## src/rtl/serial_to_parallel.sv

```systemverilog
//------------------------------------------------------------------------------
// Module   : serial_to_parallel
// Brief    : Deserializer assembling WIDTH-bit words from a qualified serial bit.
// Revision : 1.0 - initial release
//------------------------------------------------------------------------------
`default_nettype none

module serial_to_parallel #(
  parameter int WIDTH     = 8,
  parameter bit MSB_FIRST = 1'b1,
  parameter int CNT_W     = $clog2(WIDTH)
) (
  input  logic             clk,
  input  logic             rst_n,
  input  logic             clr,
  input  logic             d_valid,
  input  logic             d,
  output logic [WIDTH-1:0] q,
  output logic             q_valid,
  output logic             busy,
  output logic [CNT_W-1:0] bit_cnt
);

  localparam logic [0:0] IDLE = 1'b0;
  localparam logic [0:0] RECV = 1'b1;

  localparam logic [CNT_W-1:0] c_last_cnt = CNT_W'(WIDTH - 1);
  localparam logic [CNT_W-1:0] c_cnt_one  = CNT_W'(1);

  logic [0:0]       r_state;
  logic [WIDTH-1:0] r_sr;
  logic [WIDTH-1:0] r_q;
  logic             r_q_valid;
  logic             r_busy;
  logic [CNT_W-1:0] r_cnt;

  logic [WIDTH-1:0] w_sr_next;
  logic             w_last;

  generate
    if (MSB_FIRST) begin : g_msb_first
      assign w_sr_next = {r_sr[WIDTH-2:0], d};
    end else begin : g_lsb_first
      assign w_sr_next = {d, r_sr[WIDTH-1:1]};
    end
  endgenerate

  assign w_last = (r_cnt == c_last_cnt);

  // The completed word goes straight from the shift value into q, so q never
  // carries a partial word.
  always_ff @(posedge clk) begin
    if (!rst_n) begin
      r_state   <= IDLE;
      r_sr      <= '0;
      r_q       <= '0;
      r_q_valid <= 1'b0;
      r_busy    <= 1'b0;
      r_cnt     <= '0;
    end else if (clr) begin
      r_state   <= IDLE;
      r_q_valid <= 1'b0;
      r_busy    <= 1'b0;
      r_cnt     <= '0;
    end else if (d_valid) begin
      r_sr <= w_sr_next;
      if (w_last) begin
        r_q       <= w_sr_next;
        r_q_valid <= 1'b1;
        r_state   <= IDLE;
        r_busy    <= 1'b0;
        r_cnt     <= '0;
      end else begin
        r_q_valid <= 1'b0;
        r_state   <= RECV;
        r_busy    <= 1'b1;
        r_cnt     <= r_cnt + c_cnt_one;
      end
    end else begin
      r_q_valid <= 1'b0;
    end
  end

  assign q       = r_q;
  assign q_valid = r_q_valid;
  assign busy    = r_busy;
  assign bit_cnt = r_cnt;

endmodule

`default_nettype wire

```

## config.mk

```make
export PLATFORM = sky130hd
export DESIGN_NAME = serial_to_parallel
export DESIGN_NICKNAME = d
export VERILOG_FILES = /design/src/rtl/serial_to_parallel.sv
export SDC_FILE = /design/constraint.sdc
export NUM_CORES = 1
export LEC_CHECK = 0
export CAP_MARGIN = 15
export CELL_PAD_IN_SITES_DETAIL_PLACEMENT = 1
export CELL_PAD_IN_SITES_GLOBAL_PLACEMENT = 2
export CORE_ASPECT_RATIO = 1.75
export CORE_MARGIN = 2
export CORE_UTILIZATION = 29
export CTS_CLUSTER_SIZE = 28
export DETAILED_ROUTE_END_ITERATION = 16
export GPL_TIMING_DRIVEN = 0
export PLACE_DENSITY_LB_ADDON = 0.1
export SYNTH_ARGS = -nofsm -noshare
export SYNTH_HDL_FRONTEND = slang
export SYNTH_SLANG_ARGS = --single-unit
```

## constraint.sdc

```tcl
create_clock -name clk -period 1.6 [get_ports clk]
set_input_delay 0.32 -clock clk [delete_from_list [all_inputs] [get_ports clk]]
set_output_delay 0.32 -clock clk [all_outputs]
set_load 0.01 [all_outputs]
```

==> summary.md <==
| Metric | Value |
|---|---|
| Setup TNS | `0 ns` |
| WP depth | `1` |
| CP arrival | `1.20 ns` |
| Global-route wire length before repair | `3020 um` |
| FF-to-FF End | `q[2]` |
| Design area | `1080 um^2` |
| Crit-path slowest cell | `clkdlybuf4s50_1` |
| Pleak | `0.000443 uW` |
| Cell Area, Placed | `1030 um^2` |
| Share of post-route cells with drive strength above 1 | `0.164` |
| CTS tree | `built` |
| Final antenna-violating net count | `0` |
| Synth top area share | `0.478` |
| Post-Synthesis Cells | `90` |
| Least-Margin Pin Slew | `0.239 ns` |
| Worst path cell trace | `clkdlybuf4s50_1` |
| Reg2reg start | `bit_cnt[0]` |
| Max clock buf depth | `2` |
| Number of flops mapped to enable cells by yosys | `0` |
| Max FO, Critical Path | `4` |
| CTS root buf | `clkbuf_8` |
| H-tree level count | `1` |
| Status | `finished clean` |
| Largest stage delay, worst path | `0.56 ns` |
| VDD IR max | `593 uV` |
| Number of diodes | `0` |
| Post-DP HPWL | `1300 um` |
| Worst setup endpoint | `bit_cnt[0]` |
| DRC errors left | `0` |
| Worst path buffer plus inverter count | `1` |
| Routed WL | `1700 um` |
| Final Util | `0.397` |
| Starting Density | `0.308` |
| Vias in the first global route | `656` |
| Crit Path Category | `reg2out` |
| CTS Hold Bufs | `0` |
| CTS clock-pin slew for the worst setup and hold paths | `0.07 ns` |
| Largest net degree at the start of global routing | `11` |
| Post-Synth Simple-Gate Area | `0.294` |
| Min-delay worst type | `in2reg` |
| Slack of the worst reg-to-reg path | `0.22 ns` |
| Syn avg cell area | `9.31 um^2` |
| FP Rows | `25` |
| Synth async-reset ratio | `0` |
| CTS resizes | `0` |
| CP Launch Point | `bit_cnt[0]` |
| R2r worst-path depth | `6` |
| Die ar. | `3350 um^2` |
| PwrDens | `828 nW/um^2` |
| Post-synthesis compound-gate area fraction | `0.115` |
| Iteration-0 DRC Markers | `4` |
| Max_slew headroom | `0.840` |
| Drt pass-1 iters | `2` |
| Initial antenna violation count | `0` |
| CP top delay family | `buffers and inverters` |
| Synth top cells by count | `nand2_1 (23), dfxtp_1 (20), nand3_1 (16), a21boi_2 (7)` |
| TritonCTS buffer count | `3` |
| Die W | `44.6 um` |
| Clk_lat worst skew | `0.25 ns` |
| Register area share after synthesis | `0.478` |
| Final net count | `120` |
| Chip Height | `75.1 um` |
| Final period util | `0.949` |
| Yosys warns | `0` |
| Io pins | `18` |
| Avg Vias per Cell | `4.90` |
| WP data required | `1.28 ns` |
| Post-synthesis cell area | `838 um^2` |
| Remaining Overflow, GRT | `0` |
| Number of unique standard cell types used by synthesis | `19` |
| Highest attainable clock frequency | `659 MHz` |
| Avg WL per Cell | `12.4 um` |
| Hold path start | `d_valid` |
| RSZ-0062 raised after global routing | `false` |
| Worst Setup End Kind | `primary output` |
| Post-synthesis xor/xnor area fraction | `0` |
| Net Count, Synth | `98` |
| Min Tclk post-route | `1.52 ns` |
| Final hold violations | `0` |
| Top cells by area, synth | `dfxtp_1 (48%), nand2_1 (10%), nand3_1 (9.6%)` |
| Synth Area in Adders | `0.0448` |
| IO buf count | `16` |
| Crit start category | `flop` |
| Core area | `2720 um^2` |
| Post-CTS setup buffer count | `0` |
| Synthesized flop and latch total | `20` |
| Cell taking the most area after synthesis | `dfxtp_1` |
| Worst Skew | `0.00171 ns` |
| Setup violations, final | `0` |
| Most frequent cell after synthesis | `nand2_1` |
| Sink Count | `20` |
| Max_cap viols | `0` |
| Placer Congestion | `0.655` |
| P&R area growth vs syn | `29.0%` |
| Via count | `671` |
| GRT Total Usage | `0.124` |
| Mux cell area share after synthesis | `0.0119` |
| Ys flop type | `dfxtp_1` |
| Slew Limit Fails | `0` |
| Main combinational cell family by area after synthesis | `simple AND/OR/NAND/NOR gates` |
-- routing by layer --
layer | part of all wire | track usage
met5 | 0 | 0
met4 | 0.028 | 0.0808
met3 | 0.035 | 0.0240
met2 | 0.53 | 0.214
met1 | 0.41 | 0.132
-- power breakdown --
group / internal, uW / switching (uW) / total, uW / leakage (uW)
Combinational: 31.8 / 30.7 / 62.5 / 0.000260
Sequential: 502 / 3.51 / 505 / 0.000162
Clock: 168 / 159 / 327 / 0.0000216
-- worst min-delay path by stage --
stage,endpoint,cells after the start
3_5_place_dp,q[7],2
3_3_place_gp,q[7],2
2_1_floorplan,q[7],2
5_1_grt,busy,2
4_1_cts,busy,2
6_report,busy,2
-- sequential cells by signal, summed over array words and instances (netlist names) --
signal / cells
bit_cnt: 3
q_valid: 1
r_sr: 7
busy: 1
q: 8
-- cells in the final DEF (no fill, tap or decap), types with 2 or more instances in the layout --
cell             synthesis  final
nor2_1                   3      3
dfxtp_1                 20     20
buf_2                    2      2
nand3b_1                 2      2
clkdlybuf4s50_1          0     16
ha_1                     3      3
nand2_1                 23     23
a21oi_1                  2      2
clkbuf_8                 0      3
buf_6                    3      3
a21boi_2                 7      7
nand3_1                 16     16
-- logic make-up after synthesis --
group                    Yosys count
AO/OA/AOI/OAI                     10
adder cells (fa/ha/maj)            3
buffers and inverters              6
flip-flops                        20
multiplexers                       1
AND/OR/NAND/NOR                   50
-- per-stage QoR --
stage          total power [uW]  setup WS, ns  std cells  hold WS, ns
2_1_floorplan               555         0.301         90        0.434
3_3_place_gp                580        0.0159        133        0.437
3_5_place_dp                581       0.00978        133        0.442
4_1_cts                     910        0.0666        136        0.284
5_1_grt                     933        0.0309        137        0.302
6_report                    895        0.0819        137        0.287
-- final cells by class --
class / instances / area [um^2]
plain buffers: 5 / 43.8
clock buffers: 3 / 41.3
fillers: 323 / 1640
inverters: 1 / 3.75
multi-input cells: 64 / 390
flip-flops and latches: 20 / 400
well taps: 27 / 33.8
repair buffers: 17 / 168
Power figures use the tool's default switching activity.
==> patch 1: new RTL, same flow settings <==
Set the parameter `WIDTH` to 16 (it was 8).
--- a/src/rtl/serial_to_parallel.sv
+++ b/src/rtl/serial_to_parallel.sv
@@ -7,5 +7,5 @@
 
 module serial_to_parallel #(
-  parameter int WIDTH     = 8,
+  parameter int WIDTH     = 16,
   parameter bit MSB_FIRST = 1'b1,
   parameter int CNT_W     = $clog2(WIDTH)
Ports: changed (resized bit_cnt and q); port bits go from 18 to 27. No check against the original RTL was run, so the function may have changed too.
==> patch 1 against the unedited design <==
  * Count of clock-buffer cells in the layout rose by 4
  * Sequential cell count rose by 17
  * Hold slack improved by 60 ps
  * Combinational power rose by 26%
  * Total power rose by 92%
  * Synthesized area rose by 74%
  * Routed wire length rose by 88%
  * Clock skew rose by 2.2 ps
  * Non-clock buffer count rose by 11
  * Final cell count rose by 79%
  * First-iteration DRC count rose to 5.5 times the old value
  * Final area rose by 74%
  * Worst setup slack got worse by 26 ps
  * Critical path type unchanged
  * Largest cell class unchanged
==> patch 1: results (changes against the unedited design) <==
[status]
status = finished, final reports clean  ; unchanged

[finish]
fin_nets = 196  ; was 120
fill_cells = 576  ; was 323
antenna_cells = 0  ; unchanged
drive_above_1_share_pct = 10.47  ; was 16.36%
largest_reg_flops = 16  ; was 8
finalNonFillerCells = 245  ; was 137

[detailed_routing]
via_per_inst = 4.616  ; was 4.898
routed_wl_mm = 3.198  ; was 1.702 mm
firstDrtPassIters = 3  ; was 2
drt_iter0_drc = 22  ; was 4

[critical_path]
crit_family = buffers and inverters  ; unchanged
slowest_delay_ps = 560  ; about the same
crit_fanout = 4  ; unchanged
slowest_stage = clkdlybuf4s50_1  ; unchanged

[clock_tree]
clk_latency_ps = 290  ; was 250 ps
clkTransAtPathRegs_ps = 70  ; about the same
root_buffer = clkbuf_8  ; unchanged
htree_levels = 2  ; was 1
cts_buffers = 5  ; was 3
post_cts_buffers = 0  ; unchanged
clockBufferDepth = 2  ; unchanged

[place]
portBuffers = 25  ; was 16
dp_slack_ps = -224.8  ; was 9.782 ps
dp_hpwl_mm = 2.467  ; was 1.304 mm
gp_congestion = 0.6697  ; was 0.6545
placed_cells = 238  ; was 133

[timing]
setup_ws_ps = 56.25  ; was 81.85 ps
final_hold_viol_count = 0  ; unchanged
slew_headroom_pct = 73.19  ; was 84.02%
fin_skew_ps = 3.880  ; was 1.707 ps

[synth]
yosys_warnings = 0  ; unchanged
ys_top_cells_by_area = dfxtp_1, nand2_1, mux2i_1  ; was dfxtp_1, nand2_1, nand3_1
synth_nets = 165  ; was 98
syn_area_per_cell_sq_um = 9.183  ; was 9.314 sq um
ys_seq_area_share_pct = 50.73  ; was 47.76%
ys_async_sr_fraction_pct = 0  ; unchanged
ys.flop_type = dfxtp_1  ; unchanged
netlist_top_cells_count = nand2_1, dfxtp_1, mux2i_1  ; was nand2_1, dfxtp_1, nand3_1
synth_cell_types = 20  ; was 19

[die]
core_sq_um = 4892  ; was 2721 sq um

[global_routing]
gr-usage-all-layers_pct = 13.01  ; was 12.39%
grt_pass1_vias = 1268  ; was 656
grt_pass1_wl_mm = 5.747  ; was 3.015 mm
grt_antenna_before_repair = 0  ; unchanged
grt_max_degree = 12  ; was 11

[power_and_ir_drop]
p_clk_share_pct = 41.4  ; was 36.5%
switching_share_pct = 21.80  ; was 21.63%
p_leak_uw = 0.0006442  ; was 0.0004431 uW
ir_drop_mv = 0.6321  ; was 0.5933 mV

[worst_hold_path]
hold_path.class = primary input to flop  ; unchanged

==> patch 1: cell count changes after synthesis, moves of 3 or more <==
cell	delta
a21boi_2	-7
a21boi_0	+5
buf_6	-3
mux2i_1	+16
clkbuf_1	+3
a21boi_1	+10
nor2_1	+3
nand3_1	-16
nand2_1	+40
dfxtp_1	+17
==> patch 1: what timing repair did <==
action                                  CTS  global route
endpoints found under the setup margin    2             7
resized for setup                         2             2
hold buffers                              0             0
==> patch 1: layout make-up <==
class	count	area share, %
buffer	8	2.798
clock buffer	7	5.130
clock inverter	1	0.2665
multi-input combinational	113	35.38
sequential	37	39.57
tap	54	3.598
timing repair buffer	25	13.26
==> patch 1: metrics by stage <==
stage	setup TNS, ps	cell area [sq um]
5_1_grt	0	1878
3_5_place_dp	-3884	1778
4_1_cts	0	1879
2_1_floorplan	0	1460
6_report	0	1878
3_3_place_gp	-3478	1778
==> patch 1: final timing paths <==
| kind | start | endpoint | slack, ps | cells after the start |
|---|---|---|---|---|
| worst max-delay path | bit_cnt[2]$_SDFFE_PP0P_ | bit_cnt[2] | 60 | 1 |
| worst min-delay path | d_valid | busy$_SDFFE_PP0P_ | 350 | 3 |
| worst max register to register | bit_cnt[1]$_SDFFE_PP0P_ | q[4]$_SDFFE_PN0P_ | 120 | 5 |
| worst min register to register | q[1]$_SDFFE_PN0P_ | q[1]$_SDFFE_PN0P_ | 460 | 2 |
==> patch 1: per-layer routing <==
metal	vias to the layer above	routed length, um	share of wire [%]	GRT usage [%]
li1	572	-	-	-
met5	-	0	0	0
met1	536	1244	39	13.13
met4	0	70	2.2	5.903
met3	6	100	3.1	3.179
met2	17	1782	56	24.04
==> patch 1: cells by family after synthesis <==
kind of cell	Yosys count	synth area share, %
and+or+nand+nor	77	23.39
DFF	37	50.73
muxes	17	11.65
AOI/OAI and AO/OA	15	7.712
buffers and inverters	9	3.855
xor gates and xnor gates	3	1.800
adders and majority gates	1	0.8568
==> patch 1: power groups by stage <==
stage / clock (uW) / combinational, uW / sequential (uW)
after detailed placement: 0 / 82.1 / 950
after floorplan: 0 / 47.4 / 951
final: 714 / 79.0 / 929
after CTS: 745 / 82.6 / 929
after global placement: 0 / 80.4 / 950
after global routing: 778 / 89.6 / 929
==> patch 2: new RTL, config.mk and constraints unchanged <==
Without the edit above. Make the reset (`rst_n`) asynchronous in one clocked block.
--- a/src/rtl/serial_to_parallel.sv
+++ b/src/rtl/serial_to_parallel.sv
@@ -50,5 +50,5 @@
   // The completed word goes straight from the shift value into q, so q never
   // carries a partial word.
-  always_ff @(posedge clk) begin
+  always_ff @(posedge clk or negedge rst_n) begin
     if (!rst_n) begin
       r_state   <= IDLE;
Behaviour: differs if rst_n is asserted again (counterexample within 4 cycles, from zero or initial values and one cycle with rst_n low); with rst_n held inactive, the same outputs for 10 cycles.
==> patch 2 against the unedited design <==
  * Via count is 27% lower
  * Synthesized area is 1.0% higher
  * Routed wire length is 13% lower
  * Critical path depth stayed put
  * Sequential cell count stayed put
  * Worst setup slack worse by 16 ps
  * Final area is 1.5% higher
  * Clock skew is 0.90 ps lower
  * Final cell count is 27% lower
  * Critical path type unchanged
  * Highest routed layer unchanged
Power is not compared: it rests on default switching activity, and its combinational part moved more than twofold at a synthesized area within 25%.
==> patch 2: results (changes against the unedited design) <==
[status]
status = finished, final reports clean  ; unchanged

[global_routing]
grt_pass1_vias = 532  ; was 656
grt_max_degree = 21  ; was 11
grt_pass1_wl_mm = 2.484  ; was 3.015 mm
grt_antenna_before_repair = 0  ; unchanged
gr-usage-all-layers_pct = 10.39  ; was 12.39%

[place]
gp_congestion = 0.6919  ; was 0.6545
portBuffers = 16  ; unchanged
dp_hpwl_mm = 1.081  ; was 1.304 mm
dpl_cell_area_sq_um = 1042  ; was 1032 sq um
dp_slack_ps = -152.8  ; was 9.782 ps

[timing]
fin_skew_ps = 0.8036  ; was 1.707 ps
min_period_over_period_pct = 95.87  ; was 94.88%
worst_pin_slew_ps = 899.4  ; was 238.9 ps

[synth]
yosys_warnings = 0  ; unchanged
ys_seq_area_share_pct = 59.08  ; was 47.76%
synth_cell_types = 14  ; was 19
synth_edf_count = 0  ; unchanged
netlist_top_cells_count = dfrtp_1, mux2_2, mux2_4  ; was nand2_1, dfxtp_1, nand3_1
ys_async_sr_fraction_pct = 100.0  ; was 0%
synth_nets = 59  ; was 98
ys_top_cells_by_area = dfrtp_1, mux2_4, mux2_2  ; was dfxtp_1, nand2_1, nand3_1

[clock_tree]
clockBufferDepth = 2  ; unchanged
post_cts_resized = 0  ; unchanged
root_buffer = clkbuf_8  ; unchanged
htree_levels = 1  ; unchanged
cts_buffers = 3  ; unchanged
post_cts_buffers = 0  ; unchanged

[finish]
drive_above_1_share_pct = 31.94  ; was 16.36%
fin_nets = 80  ; was 120
largest_reg_flops = 8  ; unchanged
antenna_cells = 0  ; unchanged

[detailed_routing]
wire_per_inst_um = 14.86  ; was 12.42 um
num_vias = 488  ; was 671
drt_iter0_drc = 5  ; was 4

[power_and_ir_drop]
p_leak_uw = 0.0005525
ir_drop_mv = 0.5583
p_clk_share_pct = 31.9

[worst_hold_path]
hold_path.class = primary input to flop  ; unchanged

[critical_path]
crit_arrival_ps = 1210
crit_family = buffers and inverters  ; unchanged

[job]
maxCapViolations = 0  ; unchanged

-- patch 2: path summary, 6_finish.rpt --
| kind | startpoint | end | slack (ps) | depth (start not counted) |
|---|---|---|---|---|
| max | bit_cnt[0]$_DFFE_PN0P_ | bit_cnt[0] | 70 | 1 |
| min in group asynchronous | rst_n | q_valid$_DFF_PN0_ | 570 | 1 |
| max in group asynchronous | rst_n | bit_cnt[2]$_DFFE_PN0P_ | 480 | 1 |
| max reg2reg | bit_cnt[0]$_DFFE_PN0P_ | q[7]$_DFFE_PN0P_ | 90 | 4 |
| min reg2reg | q[6]$_DFFE_PN0P_ | q[6]$_DFFE_PN0P_ | 510 | 1 |
| min | d_valid | bit_cnt[1]$_DFFE_PN0P_ | 360 | 3 |
-- patch 2: area by class of cell --
cell class                 instances  area (sq um)
timing repair buffer              16         160.2
buffer                             2         22.52
multi-input combinational         29         320.3
inverter                           1         3.754
sequential                        20         500.5
tap                               28         35.03
clock buffer                       4         55.05
fill                             309          1765
-- patch 2: cells by family after synthesis --
kind of cell             count (synthesis)  synth area share [%]
buffers and inverters                    3                 3.101
flip-flops                              20                 59.08
AND/OR/NAND/NOR                          8                 8.272
multiplexers                            17                 25.41
adder cells (fa/ha/maj)                  2                 2.954
AO/OA/AOI/OAI                            2                 1.182
-- patch 2: per-stage QoR --
| stage | total power (uW) | instances |
|---|---|---|
| global route | 1250 | 100 |
| detailed placement | 823.2 | 96 |
| finish | 1186 | 100 |
| global placement | 821.1 | 96 |
| CTS | 1212 | 100 |
| floorplan | 756.9 | 52 |
-- patch 2: metal layers --
layer / vias up / global-route usage, % / share of wire [%]
met2: 18 / 17.87 / 54
met1: 249 / 11.04 / 37
li1: 216 / - / -
met4: 0 / 6.863 / 2.5
met3: 5 / 2.370 / 6.5
met5: - / 0 / 0
